**config.mk**
```make
export PLATFORM = sky130hd
export DESIGN_NAME = tap_controller
export DESIGN_NICKNAME = d
export VERILOG_FILES = /design/src/rtl/tap_controller.sv
export SDC_FILE = /design/constraint.sdc
export NUM_CORES = 1
export LEC_CHECK = 0
export ABC_AREA = 1
export CAP_MARGIN = 10
export CORE_MARGIN = 2
export CORE_UTILIZATION = 49
export DETAILED_ROUTE_END_ITERATION = 8
export GPL_ROUTABILITY_DRIVEN = 0
export PLACE_DENSITY = 0.73
export SLEW_MARGIN = 25
export SYNTH_ARGS = -nofsm -noshare
export SYNTH_HDL_FRONTEND = slang
export SYNTH_SLANG_ARGS = --single-unit
```
**constraint.sdc**
```tcl
create_clock -name tck_i -period 1.9 [get_ports tck_i]
set_input_delay 0.38 -clock tck_i [delete_from_list [all_inputs] [get_ports tck_i]]
set_output_delay 0.38 -clock tck_i [all_outputs]
set_load 0.01 [all_outputs]
```
**src/rtl/tap_controller.sv**
```systemverilog
// ---------------------------------------------------------------------------
// tap_controller
//   IEEE 1149.1 TAP state machine plus instruction register.
//   Sequences Capture/Shift/Update for the IR and for the external DR that
//   the IR decoder selects. It holds the current instruction and emits the
//   per-state DR control levels. It multiplexes TDO between the IR shift
//   chain and the selected DR's serial output.
//
// Ports
//   tck_i            test clock; all state updates on the rising edge
//   trst_i           asynchronous active-high reset
//   tms_i            test mode select
//   tdi_i            serial test data in
//   drTdo_i          serial out of the currently selected DR (BSR/bypass)
//   tdo_o            serial test data out
//   tdoEnable_o      high in SHIFT_IR or SHIFT_DR
//   irInstruction_o  current instruction, to the IR decoder
//   tapReset_o       high in TEST_LOGIC_RESET
//   captureDR_o      high in CAPTURE_DR
//   shiftDR_o        high in SHIFT_DR
//   updateDR_o       high in UPDATE_DR
//   runIdle_o        high in RUN_TEST_IDLE
//   state_o          encoded current state (debug)
//
// The state-decoded outputs are registered. They are computed from the
// next state, so each one is a plain decode of the state register with no
// extra latency and no combinational glitches.
// ---------------------------------------------------------------------------
module tap_controller #(
  parameter int unsigned           IR_WIDTH   = 4,
  parameter logic [IR_WIDTH-1:0]   IR_CAPTURE = 4'b0001,
  parameter logic [IR_WIDTH-1:0]   IR_RESET   = 4'b1111
) (
  input  logic                tck_i,
  input  logic                trst_i,
  input  logic                tms_i,
  input  logic                tdi_i,
  input  logic                drTdo_i,
  output logic                tdo_o,
  output logic                tdoEnable_o,
  output logic [IR_WIDTH-1:0] irInstruction_o,
  output logic                tapReset_o,
  output logic                captureDR_o,
  output logic                shiftDR_o,
  output logic                updateDR_o,
  output logic                runIdle_o,
  output logic [3:0]          state_o
);

  // The encoding is visible on state_o, so it is fixed, not tool-chosen.
  typedef enum logic [3:0] {
    TLR    = 4'd0,
    RTI    = 4'd1,
    SEL_DR = 4'd2,
    CAP_DR = 4'd3,
    SH_DR  = 4'd4,
    EX1_DR = 4'd5,
    PA_DR  = 4'd6,
    EX2_DR = 4'd7,
    UPD_DR = 4'd8,
    SEL_IR = 4'd9,
    CAP_IR = 4'd10,
    SH_IR  = 4'd11,
    EX1_IR = 4'd12,
    PA_IR  = 4'd13,
    EX2_IR = 4'd14,
    UPD_IR = 4'd15
  } tap_state_e;

  tap_state_e          state_q, state_d;
  logic [IR_WIDTH-1:0] irShift_q;
  logic [IR_WIDTH-1:0] irInstr_q;
  logic                tapReset_q;
  logic                captureDR_q;
  logic                shiftDR_q;
  logic                updateDR_q;
  logic                runIdle_q;
  logic                shiftIR_q;
  logic                tdoEnable_q;
  logic                tdo_d;

  // Next-state logic: the standard 16-state TAP transition table.
  always_comb begin
    state_d = TLR;
    case (state_q)
      TLR:     state_d = tms_i ? TLR    : RTI;
      RTI:     state_d = tms_i ? SEL_DR : RTI;
      SEL_DR:  state_d = tms_i ? SEL_IR : CAP_DR;
      CAP_DR:  state_d = tms_i ? EX1_DR : SH_DR;
      SH_DR:   state_d = tms_i ? EX1_DR : SH_DR;
      EX1_DR:  state_d = tms_i ? UPD_DR : PA_DR;
      PA_DR:   state_d = tms_i ? EX2_DR : PA_DR;
      EX2_DR:  state_d = tms_i ? UPD_DR : SH_DR;
      UPD_DR:  state_d = tms_i ? SEL_DR : RTI;
      SEL_IR:  state_d = tms_i ? TLR    : CAP_IR;
      CAP_IR:  state_d = tms_i ? EX1_IR : SH_IR;
      SH_IR:   state_d = tms_i ? EX1_IR : SH_IR;
      EX1_IR:  state_d = tms_i ? UPD_IR : PA_IR;
      PA_IR:   state_d = tms_i ? EX2_IR : PA_IR;
      EX2_IR:  state_d = tms_i ? UPD_IR : SH_IR;
      UPD_IR:  state_d = tms_i ? SEL_DR : RTI;
      // Unreachable with a full 4-bit encoding; recover to reset anyway.
      default: state_d = TLR;
    endcase
  end

  // State register plus registered Moore outputs decoded from the next state.
  always_ff @(posedge tck_i or posedge trst_i) begin
    if (trst_i) begin
      state_q     <= TLR;
      tapReset_q  <= 1'b1;
      captureDR_q <= 1'b0;
      shiftDR_q   <= 1'b0;
      updateDR_q  <= 1'b0;
      runIdle_q   <= 1'b0;
      shiftIR_q   <= 1'b0;
      tdoEnable_q <= 1'b0;
    end else begin
      state_q     <= state_d;
      tapReset_q  <= (state_d == TLR);
      captureDR_q <= (state_d == CAP_DR);
      shiftDR_q   <= (state_d == SH_DR);
      updateDR_q  <= (state_d == UPD_DR);
      runIdle_q   <= (state_d == RTI);
      shiftIR_q   <= (state_d == SH_IR);
      tdoEnable_q <= (state_d == SH_DR) || (state_d == SH_IR);
    end
  end

  // IR shift chain. It keeps shifting on the edge that leaves SH_IR, so the
  // last bit clocked in with TMS=1 still lands in the register.
  always_ff @(posedge tck_i or posedge trst_i) begin
    if (trst_i) begin
      irShift_q <= IR_CAPTURE;
    end else begin
      case (state_q)
        CAP_IR:  irShift_q <= IR_CAPTURE;
        SH_IR:   irShift_q <= {tdi_i, irShift_q[IR_WIDTH-1:1]};
        default: irShift_q <= irShift_q;
      endcase
    end
  end

  // Instruction latch. It changes only on UPD_IR or TLR; a pause in
  // PA_IR leaves it untouched.
  always_ff @(posedge tck_i or posedge trst_i) begin
    if (trst_i) begin
      irInstr_q <= IR_RESET;
    end else begin
      case (state_q)
        UPD_IR:  irInstr_q <= irShift_q;
        TLR:     irInstr_q <= IR_RESET;
        default: irInstr_q <= irInstr_q;
      endcase
    end
  end

  // TDO mux. This path is combinational so DR data appears in the same cycle.
  always_comb begin
    tdo_d = 1'b0;
    if (shiftIR_q) begin
      tdo_d = irShift_q[0];
    end else if (shiftDR_q) begin
      tdo_d = drTdo_i;
    end else begin
      tdo_d = 1'b0;
    end
  end

  assign tdo_o           = tdo_d;
  assign tdoEnable_o     = tdoEnable_q;
  assign irInstruction_o = irInstr_q;
  assign tapReset_o      = tapReset_q;
  assign captureDR_o     = captureDR_q;
  assign shiftDR_o       = shiftDR_q;
  assign updateDR_o      = updateDR_q;
  assign runIdle_o       = runIdle_q;
  assign state_o         = state_q;

endmodule

```
==> results.yml <==
floorplan:
  die-area_mm2: 0.00236
  rows: 16
  start_util_pct: 50.6
  core_area_mm2: 0.00192
  die_w_um: 48.5
  die_y_um: 48.5
  io_pins: 20
synth:
  ys_types: 24
  synthTopCellsByArea: "dfrtp_1 33%, dfstp_2 16%, nand2_1 10%, nor2_1 6.6%, inv_1 5.8%"
  yosys_register_bits: 19
  synth_area_per_cell_um2: 7.97
  synth_top_area_share_pct: 33.5
  ys_warn_count: 0
  ys_seq_area_share_pct: 49.7
  yosys.area.top_type: "dfrtp_1"
  syn_nets: 127
  synth_area_um2: 972
  synth_cells: 122
placement:
  dpl.cell_count: 169
  hpwl_um: 1510
  numPortBuffers: 19
setup_path:
  cpPeakStageDelay_ns: 0.59
  worst_ep_arrival_time_ns: 1.37
  path_class: "flip-flop to primary output"
  r2r-start: "state_o[0]"
  worst_setup_path_end_kind: "primary output"
  slowest_stage: "clkdlybuf4s50_1"
  start_kind: "flip-flop"
  crit_required_ns: 1.52
  crit_buf_inv: 1
  reg2reg_depth: 9
  ff2ff_setup_slack_ns: 0.32
  crit_path_cell_trace: "clkdlybuf4s50_1"
  crit_family: "buffers and inverters"
  crit_fanout: 6
  r2r-end: "tdoEnable_o"
clocking:
  clockBufferDepth: 2
  cts_tree: "done"
  root_buffer: "clkbuf_4"
  clk_pin_slew_ns: 0.10
  cts_hold_buf: 0
  cts_setup_buffers: 0
  cts_sinks: 19
  cts_buffers: 3
  cts_max_level: 1
  insertion_delay_ns: 0.29
route:
  route.met2.wl_um: 980
  drt-met1-wl_um: 861
  route.top_layer_used: "met4"
  wl_per_cell_um: 11.5
  firstDrtPassIters: 4
  met3_length_um: 107
  remaining_drc_errors: 0
  via_per_inst: 5.11
  postRouteAntennaNets: 0
  drtIter0Drc: 18
  wl_um: 1990
  num_vias: 884
power:
  total_leakage_power_nw: 0.639
  p_per_area_mw_per_mm2: 1450
  irDropWorstVdd_v: 0.000880
global_route:
  grt_max_degree: 20
  grt_overflow: 0
  grt_pass1_vias: 771
  grt_usage_pct: 18.0
  antenna_found_initial: 0
  grt_pass1_wl_um: 3280
timing:
  worst_slew_pin_slew_ns: 0.335
  min_period_over_period_pct: 92.1
  hold_violations: 0
  skew_ns: 0.00667
  slew-limit-headroom_pct: 77.5
  setup_violations: 0
  rsz0062_at_grt: "no"
  fmax_ghz: 0.572
  drv_slew: 0
  period_needed_ns: 1.75
finish:
  n_antenna_cell: 0
  syn_to_final_growth_pct: 26.1
  drive_gt1_share_pct: 19.9
  final_net_count: 152
  final_core_util_pct: 63.8
  stdcell_count: 173
flow_run:
  maxCapViolCount: 0
hold_path:
  holdCritPathClass: "primary input to asynchronous set/reset pin"
status:
  status: "complete, no violations"
[placed cells by master (no fill, tap or decap), types with 2 or more instances in the layout]
master           synthesis  layout
clkdlybuf4s50_1          0      18
o22ai_1                  2       2
nor2_1                  17      17
inv_1                   15      15
nor3_1                   4       4
inv_2                    4       4
o21ai_0                  3       3
dfstp_2                  6       6
nand2_1                 26      26
nand2_2                  5       5
clkbuf_4                 0       3
a21oi_1                  2       2
nand3_1                  9       9
nor2_2                   5       5
dfrtp_1                 13      12
buf_4                    0       2
[worst max-delay path by stage]
| stage | cells past startpoint | end | slack (ns) | from |
|---|---|---|---|---|
| detailed placement | 4 | tdo_o | -0.06 | drTdo_i |
| finish | 1 | state_o[0] | 0.15 | state_o[0] |
| CTS | 1 | state_o[1] | 0.02 | state_o[1] |
| floorplan | 9 | tapReset_o | 0.51 | state_o[1] |
| global route | 1 | state_o[0] | 0.09 | state_o[0] |
| global placement | 4 | tdo_o | -0.03 | drTdo_i |
[report_power, final]
group          switching, W  total (W)  internal (W)  leakage, nW
sequential         0.000117   0.000680      0.000564        0.235
clock              0.000114   0.000195     0.0000815       0.0150
combinational      0.000514   0.000905      0.000391        0.389
total              0.000745    0.00178       0.00104        0.639
[what timing repair did]
item                       4_1_cts  5_1_grt
setup endpoints to repair        1        1
cloned                           0        0
resized for setup                1        1
[worst register-to-register path, stage by stage (launching register included)]
cell,delay [ns]
dfrtp_1,0.50
inv_2,0.11
nor2_1,0.23
nand3_1,0.14
nand3_1,0.11
nor2_1,0.07
nand2_1,0.11
nor2_2,0.06
nand2_1,0.08
nand2_1,0.06
[routing by layer]
layer | global-route usage, % | up-vias
met3 | 2.78 | 4
met1 | 22.9 | 413
li1 | - | 436
met2 | 28.9 | 31
met4 | 11.4 | 0
met5 | 0 | -
[metrics by stage]
| step | setup TNS (ns) | hold slack, ns | power, W | worst slack, ns | area, µm² |
|---|---|---|---|---|---|
| floorplan | 0 | 0.327 | 0.00129 | 0.511 | 972 |
| global placement | -0.0270 | 0.493 | 0.00157 | -0.0270 | 1200 |
| detailed placement | -0.0581 | 0.494 | 0.00159 | -0.0581 | 1200 |
| CTS | 0 | 0.418 | 0.00179 | 0.0209 | 1220 |
| global route | 0 | 0.464 | 0.00193 | 0.0887 | 1230 |
| finish | 0 | 0.411 | 0.00178 | 0.151 | 1230 |
[cell families (layout without fill, tap and decap cells)]
logic type             Yosys count  count (layout)  share of synthesized area, %
AO/OA/AOI/OAI                   11              11                          6.82
buffers and inverters           20              44                          8.49
flip-flops                      19              19                          49.7
AND/OR/NAND/NOR                 72              72                          35.0
[cell usage after synthesis]
master / n
nand3b_1: 1
nand4_1: 1
dfstp_2: 6
or2_4: 1
dfrtp_1: 13
a21oi_1: 2
nor2_2: 5
nor3_1: 4
nor2_4: 1
o211ai_1: 1
nand2_1: 26
o22ai_1: 2
o21ai_0: 3
nand2b_1: 1
nand3b_2: 1
inv_2: 4
nand2_2: 5
inv_1: 15
nor2_1: 17
nand3_1: 9
o21bai_1: 1
buf_6: 1
o2111ai_1: 1
o21ai_1: 1
[area by class of cell]
type / count / area (µm²)
Clock buffer: 4 / 26.3
Fill cell: 183 / 696
Inverter: 19 / 71.3
Multi-Input combinational cell: 83 / 407
Sequential cell: 19 / 484
Tap cell: 27 / 33.8
Timing Repair Buffer: 21 / 204
Power figures use the tool's default switching activity.
